## src/rtl/rtc_bus_reader.sv

```systemverilog
`timescale 1ns/1ps
// -----------------------------------------------------------------------------
// rtc_bus_reader
// -----------------------------------------------------------------------------
// Read-cycle controller for the RTC's multiplexed 8-bit address/data bus.
//
// A complete read has two halves:
// - Address half: the address is driven onto the bus and strobed with WR while
//   AD is low.
// - Data half: after a bus turnaround, RD is strobed while AD is high. The
//   byte the RTC returns is sampled on the edge that ends the RD strobe.
//
// Every phase has a programmable length in clock cycles.
//
// Ports
//   clk      system clock, rising edge
//   rst_n    asynchronous active-low reset
//   start    read request, only looked at while idle
//   addr     RTC register address, captured when start is accepted
//   bus_in   read-back of RTC_BUS
//   bus_out  address for the tristate buffer data input
//   bus_oe   tristate buffer enable (1 = drive RTC_BUS)
//   cs_n     RTC chip select, active-low
//   ad_n     0 = address phase, 1 = data phase
//   wr_n     RTC write strobe, active-low
//   rd_n     RTC read strobe, active-low
//   rd_data  last byte read; holds between reads, cleared by reset
//   busy     high whenever a transaction is in progress (incl. DONE)
//   done     one-cycle pulse, rd_data valid in the same cycle
//
// Parameters (cycles, each 1..255)
//   T_SU  setup before each strobe
//   T_PW  WR / RD strobe width
//   T_HD  hold after each strobe
//   T_TA  turnaround with bus released and CS high
// -----------------------------------------------------------------------------
module rtc_bus_reader #(
    parameter int T_SU = 2,
    parameter int T_PW = 4,
    parameter int T_HD = 2,
    parameter int T_TA = 2
) (
    input  logic       clk,
    input  logic       rst_n,
    input  logic       start,
    input  logic [7:0] addr,
    input  logic [7:0] bus_in,
    output logic [7:0] bus_out,
    output logic       bus_oe,
    output logic       cs_n,
    output logic       ad_n,
    output logic       wr_n,
    output logic       rd_n,
    output logic [7:0] rd_data,
    output logic       busy,
    output logic       done
);

    // Phase counters are loaded with length-1 so that a phase ends on the
    // edge where the counter reads zero.
    localparam logic [7:0] SU_M1 = 8'(T_SU - 1);
    localparam logic [7:0] PW_M1 = 8'(T_PW - 1);
    localparam logic [7:0] HD_M1 = 8'(T_HD - 1);
    localparam logic [7:0] TA_M1 = 8'(T_TA - 1);

    typedef enum logic [3:0] {
        S_IDLE,
        S_A_SU,
        S_A_WR,
        S_A_HD,
        S_TURN,
        S_D_SU,
        S_D_RD,
        S_D_HD,
        S_DONE
    } state_t;

    state_t     state_reg,   state_next;
    logic [7:0] cnt_reg,     cnt_next;
    logic [7:0] bus_out_reg, bus_out_next;
    logic [7:0] rd_data_reg, rd_data_next;
    logic       bus_oe_reg,  bus_oe_next;
    logic       cs_n_reg,    cs_n_next;
    logic       ad_n_reg,    ad_n_next;
    logic       wr_n_reg,    wr_n_next;
    logic       rd_n_reg,    rd_n_next;
    logic       busy_reg,    busy_next;
    logic       done_reg,    done_next;

    logic       phase_end;

    assign phase_end = (cnt_reg == 8'd0);

    // Next state and phase counter
    always_comb begin
        state_next = state_reg;
        cnt_next   = cnt_reg;
        case (state_reg)
            S_IDLE: begin
                if (start) begin
                    state_next = S_A_SU;
                    cnt_next   = SU_M1;
                end
            end
            S_A_SU: begin
                if (phase_end) begin
                    state_next = S_A_WR;
                    cnt_next   = PW_M1;
                end else begin
                    cnt_next = cnt_reg - 8'd1;
                end
            end
            S_A_WR: begin
                if (phase_end) begin
                    state_next = S_A_HD;
                    cnt_next   = HD_M1;
                end else begin
                    cnt_next = cnt_reg - 8'd1;
                end
            end
            S_A_HD: begin
                if (phase_end) begin
                    state_next = S_TURN;
                    cnt_next   = TA_M1;
                end else begin
                    cnt_next = cnt_reg - 8'd1;
                end
            end
            S_TURN: begin
                if (phase_end) begin
                    state_next = S_D_SU;
                    cnt_next   = SU_M1;
                end else begin
                    cnt_next = cnt_reg - 8'd1;
                end
            end
            S_D_SU: begin
                if (phase_end) begin
                    state_next = S_D_RD;
                    cnt_next   = PW_M1;
                end else begin
                    cnt_next = cnt_reg - 8'd1;
                end
            end
            S_D_RD: begin
                if (phase_end) begin
                    state_next = S_D_HD;
                    cnt_next   = HD_M1;
                end else begin
                    cnt_next = cnt_reg - 8'd1;
                end
            end
            S_D_HD: begin
                if (phase_end) begin
                    state_next = S_DONE;
                    cnt_next   = 8'd0;
                end else begin
                    cnt_next = cnt_reg - 8'd1;
                end
            end
            S_DONE: begin
                // start is deliberately not looked at here: a request during
                // DONE is dropped, which guarantees one IDLE cycle between reads.
                state_next = S_IDLE;
                cnt_next   = 8'd0;
            end
            default: begin
                state_next = S_IDLE;
                cnt_next   = 8'd0;
            end
        endcase
    end

    // Output levels are decoded from the state being entered, so every
    // output register changes on the same edge as the state register.
    always_comb begin
        bus_oe_next = (state_next == S_A_SU) || (state_next == S_A_WR) ||
                      (state_next == S_A_HD);
        ad_n_next   = !bus_oe_next;
        cs_n_next   = (state_next == S_IDLE) || (state_next == S_TURN) ||
                      (state_next == S_DONE);
        wr_n_next   = (state_next != S_A_WR);
        rd_n_next   = (state_next != S_D_RD);
        busy_next   = (state_next != S_IDLE);
        done_next   = (state_next == S_DONE);

        // bus_out doubles as the latched address; it is loaded only when a
        // request is accepted and otherwise keeps its value.
        bus_out_next = bus_out_reg;
        if ((state_reg == S_IDLE) && start) begin
            bus_out_next = addr;
        end

        // Sample on the edge that ends the RD strobe.
        rd_data_next = rd_data_reg;
        if ((state_reg == S_D_RD) && phase_end) begin
            rd_data_next = bus_in;
        end
    end

    always_ff @(posedge clk or negedge rst_n) begin
        if (!rst_n) begin
            state_reg   <= S_IDLE;
            cnt_reg     <= 8'd0;
            bus_out_reg <= 8'd0;
            rd_data_reg <= 8'd0;
            bus_oe_reg  <= 1'b0;
            cs_n_reg    <= 1'b1;
            ad_n_reg    <= 1'b1;
            wr_n_reg    <= 1'b1;
            rd_n_reg    <= 1'b1;
            busy_reg    <= 1'b0;
            done_reg    <= 1'b0;
        end else begin
            state_reg   <= state_next;
            cnt_reg     <= cnt_next;
            bus_out_reg <= bus_out_next;
            rd_data_reg <= rd_data_next;
            bus_oe_reg  <= bus_oe_next;
            cs_n_reg    <= cs_n_next;
            ad_n_reg    <= ad_n_next;
            wr_n_reg    <= wr_n_next;
            rd_n_reg    <= rd_n_next;
            busy_reg    <= busy_next;
            done_reg    <= done_next;
        end
    end

    assign bus_out = bus_out_reg;
    assign bus_oe  = bus_oe_reg;
    assign cs_n    = cs_n_reg;
    assign ad_n    = ad_n_reg;
    assign wr_n    = wr_n_reg;
    assign rd_n    = rd_n_reg;
    assign rd_data = rd_data_reg;
    assign busy    = busy_reg;
    assign done    = done_reg;

endmodule

```

## config.mk

```make
export PLATFORM = sky130hd
export DESIGN_NAME = rtc_bus_reader
export DESIGN_NICKNAME = d
export VERILOG_FILES = /design/src/rtl/rtc_bus_reader.sv
export SDC_FILE = /design/constraint.sdc
export NUM_CORES = 1
export LEC_CHECK = 0
export CAP_MARGIN = 5
export CORE_MARGIN = 2
export CORE_UTILIZATION = 25
export DETAILED_ROUTE_END_ITERATION = 8
export SETUP_SLACK_MARGIN = 0.05
export SLEW_MARGIN = 20
export SYNTH_ARGS = -nofsm -noshare
export SYNTH_HDL_FRONTEND = slang
export SYNTH_SLANG_ARGS = --single-unit
```

## constraint.sdc

```tcl
create_clock -name clk -period 4.15 [get_ports clk]
set_input_delay 0.83 -clock clk [delete_from_list [all_inputs] [get_ports clk]]
set_output_delay 0.83 -clock clk [all_outputs]
set_load 0.1 [all_outputs]
```

==> impl_metrics.json <==
{
  "sw_frac_of_total_pct": 49.82,
  "synth-edff-count": 0,
  "startpoint": "ad_n",
  "cts_tree": "built",
  "reg2reg_depth": 4,
  "placed_area_um2": 2023,
  "globalplace.congestion": 0.7647,
  "crit_buf_inv": 1,
  "synth_area_leaders": "dfrtp_1, mux2_2, dfstp_2",
  "insertedDiodeCount": 0,
  "htreeDepth": 2,
  "fmax_mhz": 362.9,
  "critical_path_peak_fanout": 1,
  "ios": 42,
  "async_reset_ff_share_pct": 100.0,
  "synth_area_leader_cell": "dfrtp_1",
  "syn_to_final_growth_pct": 36.18,
  "yosys_register_bits": 35,
  "combinationalPowerShare_pct": 51.9,
  "min_from": "rd_data[1]",
  "insertion_delay_ps": 280,
  "cts_setup_buffers": 0,
  "synth.most_common_cell": "dfrtp_1",
  "slowest_delay_ps": 1130,
  "reg2reg_to": "rd_data[2]",
  "min_period_ps": 2755,
  "num_vias": 1119,
  "grt_pass1_wl_mm": 5.561,
  "grt_pass1_vias": 1166,
  "drv_slew": 0,
  "peakVddDrop_uv": 416.6,
  "fp.dieW_um": 82.81,
  "grt_use_total_pct": 9.872,
  "final-setup-viol-count": 0,
  "hp-class": "flop to flop",
  "power_frac_seq_pct": 33.5,
  "cp-start-kind": "flop",
  "status": "complete, no violations",
  "clkSinkCount": 35,
  "syn_nets": 152,
  "path_depth": 1,
  "cts_hold_buf": 0,
  "synth_common_cells": "dfrtp_1, mux2_2, nor2_1",
  "clk_path_buf_depth": 2,
  "worst_clock_skew_ps": 3.258,
  "first_pass_iters": 4,
  "postCtsResizedCells": 0,
  "fin_setup_tns_ps": 0,
  "cts_made_buffers": 5,
  "critPathRequiredTime_ps": 3320,
  "period_share_pct": 66.39,
  "path_delay_family": "buffers and inverters",
  "port_buffers": 41,
  "intPower_mw": 0.8563,
  "path_cells": "clkdlybuf4s50_1",
  "cp.arrival_ps": 1930,
  "grt_max_degree": 36,
  "mappedNetlistArea_um2": 1553,
  "final_nets": 194,
  "synth_top_area_share_pct": 49.96,
  "crit_type": "flop to output pin",
  "dieArea_um2": 6858,
  "rsz0062_at_grt": "no",
  "viasPerCell": 4.494,
  "routedWlPerCell_um": 12.29,
  "r2r_slack_ps": 2290,
  "p_leak_nw": 0.8674,
  "dominantRegCellSynth": "dfrtp_1",
  "relSlewSlack_pct": 34.24,
  "postRouteAntennaNets": 0,
  "synth_area_per_cell_um2": 11.85,
  "coreArea_um2": 5956,
  "drc": 0,
  "layout-drive-gt1-share_pct": 17.82,
  "holdPathEnd": "rd_data[1]",
  "r2r-start": "cnt_reg[5]",
  "worst_hold_path.num_cells": 1,
  "start_util_pct": 26.07,
  "antenna_found_initial": 0,
  "drt-total-wl_mm": 3.060,
  "switching_power_mw": 0.8503,
  "yosysWarnings": 0,
  "maxCapViolCount": 0,
  "fillers": 614,
  "rows": 28,
  "postLayoutCellArea_um2": 2115,
  "cts.reportedPaths.clkPinSlew_ps": 60,
  "cp_slowest_cell": "clkdlybuf4s50_1",
  "finalPower_mw": 1.707,
  "worstSetupEndpointType": "output pin",
  "drtIter0Drc": 68,
  "dp_hpwl_mm": 2.234,
  "p_per_area_nw_per_um2": 807.1,
  "fp.dieH_um": 82.81,
  "power.share.clock_pct": 14.5,
  "hold_viol_final": 0,
  "yosysSeqAreaShare_pct": 56.73,
  "yosysUniqueCellTypes": 31,
  "syn_inst": 131,
  "grt_overflow": 0,
  "cts_root_buffer": "clkbuf_8",
  "tightestPinTransition_ps": 983.3
}
-- power by group through the flow --
| stage | sequential, mW | combinational [mW] | clock, mW |
|---|---|---|---|
| after floorplan | 0.973 | 0.298 | 0 |
| after global placement | 0.581 | 0.885 | 0 |
| after detailed placement | 0.580 | 0.893 | 0 |
| after CTS | 0.574 | 0.895 | 0.261 |
| after global routing | 0.593 | 0.943 | 0.276 |
| final | 0.572 | 0.886 | 0.248 |
-- final cells by class --
class	count	area, µm²	area share (%)
Inverter	5	18.77	0.8876
Clock inverter	1	5.005	0.2367
Timing Repair Buffer	41	405.4	19.17
Tap cell	75	93.84	4.438
Sequential cell	35	880.8	41.66
Clock buffer	7	86.33	4.083
Multi-Input combinational cell	85	624.3	29.53
-- logic make-up (layout without fill, tap and decap cells) --
family	count (synthesis)	count (layout)	synth area share [%]
flip-flops	35	35	56.73
multiplexers	16	16	11.60
AO/OA/AOI/OAI	17	17	7.655
XOR/XNOR	7	7	3.949
adder cells (fa/ha/maj)	2	2	1.611
AND/OR/NAND/NOR	43	43	15.39
buffers and inverters	11	54	3.062
-- through the flow --
step | util [%] | instances | hold WS, ps | setup slack, ps
floorplan | - | 131 | 497.1 | 2344
global placement | 33.97 | 241 | 487.2 | 1699
detailed placement | 33.97 | 241 | 492.3 | 1685
CTS | 35.50 | 249 | 507.6 | 1376
global route | 35.50 | 249 | 524.1 | 1359
finish | 35.50 | 249 | 504.1 | 1395
-- layout by cell type, fill, tap and decap left out, drive strengths merged --
cell type	n
and3	2
a21oi	3
xor2	7
nor3	4
a22o	1
clkbuf	7
clkdlybuf4s50	40
ha	2
dfstp	4
nor2	16
buf	1
o21ai	3
nand4	1
o31ai	1
o22ai	2
clkinv	1
or4	2
or3	1
inv	5
nor4	2
a2111oi	1
nor2b	3
dfrtp	31
nand2	6
nand3	5
nor4bb	1
o211ai	5
o311ai	1
mux2	16
-- layer usage --
layer  wire (µm)  vias to the layer above  global-route usage, %
met5           0                        -                      0
met2        1458                       35                  15.54
li1            -                      541                      -
met4          46                        0                  3.279
met3         204                        7                  3.380
met1        1350                      536                  12.74
-- worst max path at each step --
| stage | to | slack [ps] |
|---|---|---|
| 2_1_floorplan | bus_out[0] | 2340 |
| 3_3_place_gp | rd_n | 1700 |
| 3_5_place_dp | ad_n | 1690 |
| 4_1_cts | ad_n | 1380 |
| 5_1_grt | ad_n | 1360 |
| 6_report | ad_n | 1390 |
Power figures use the tool's default switching activity.
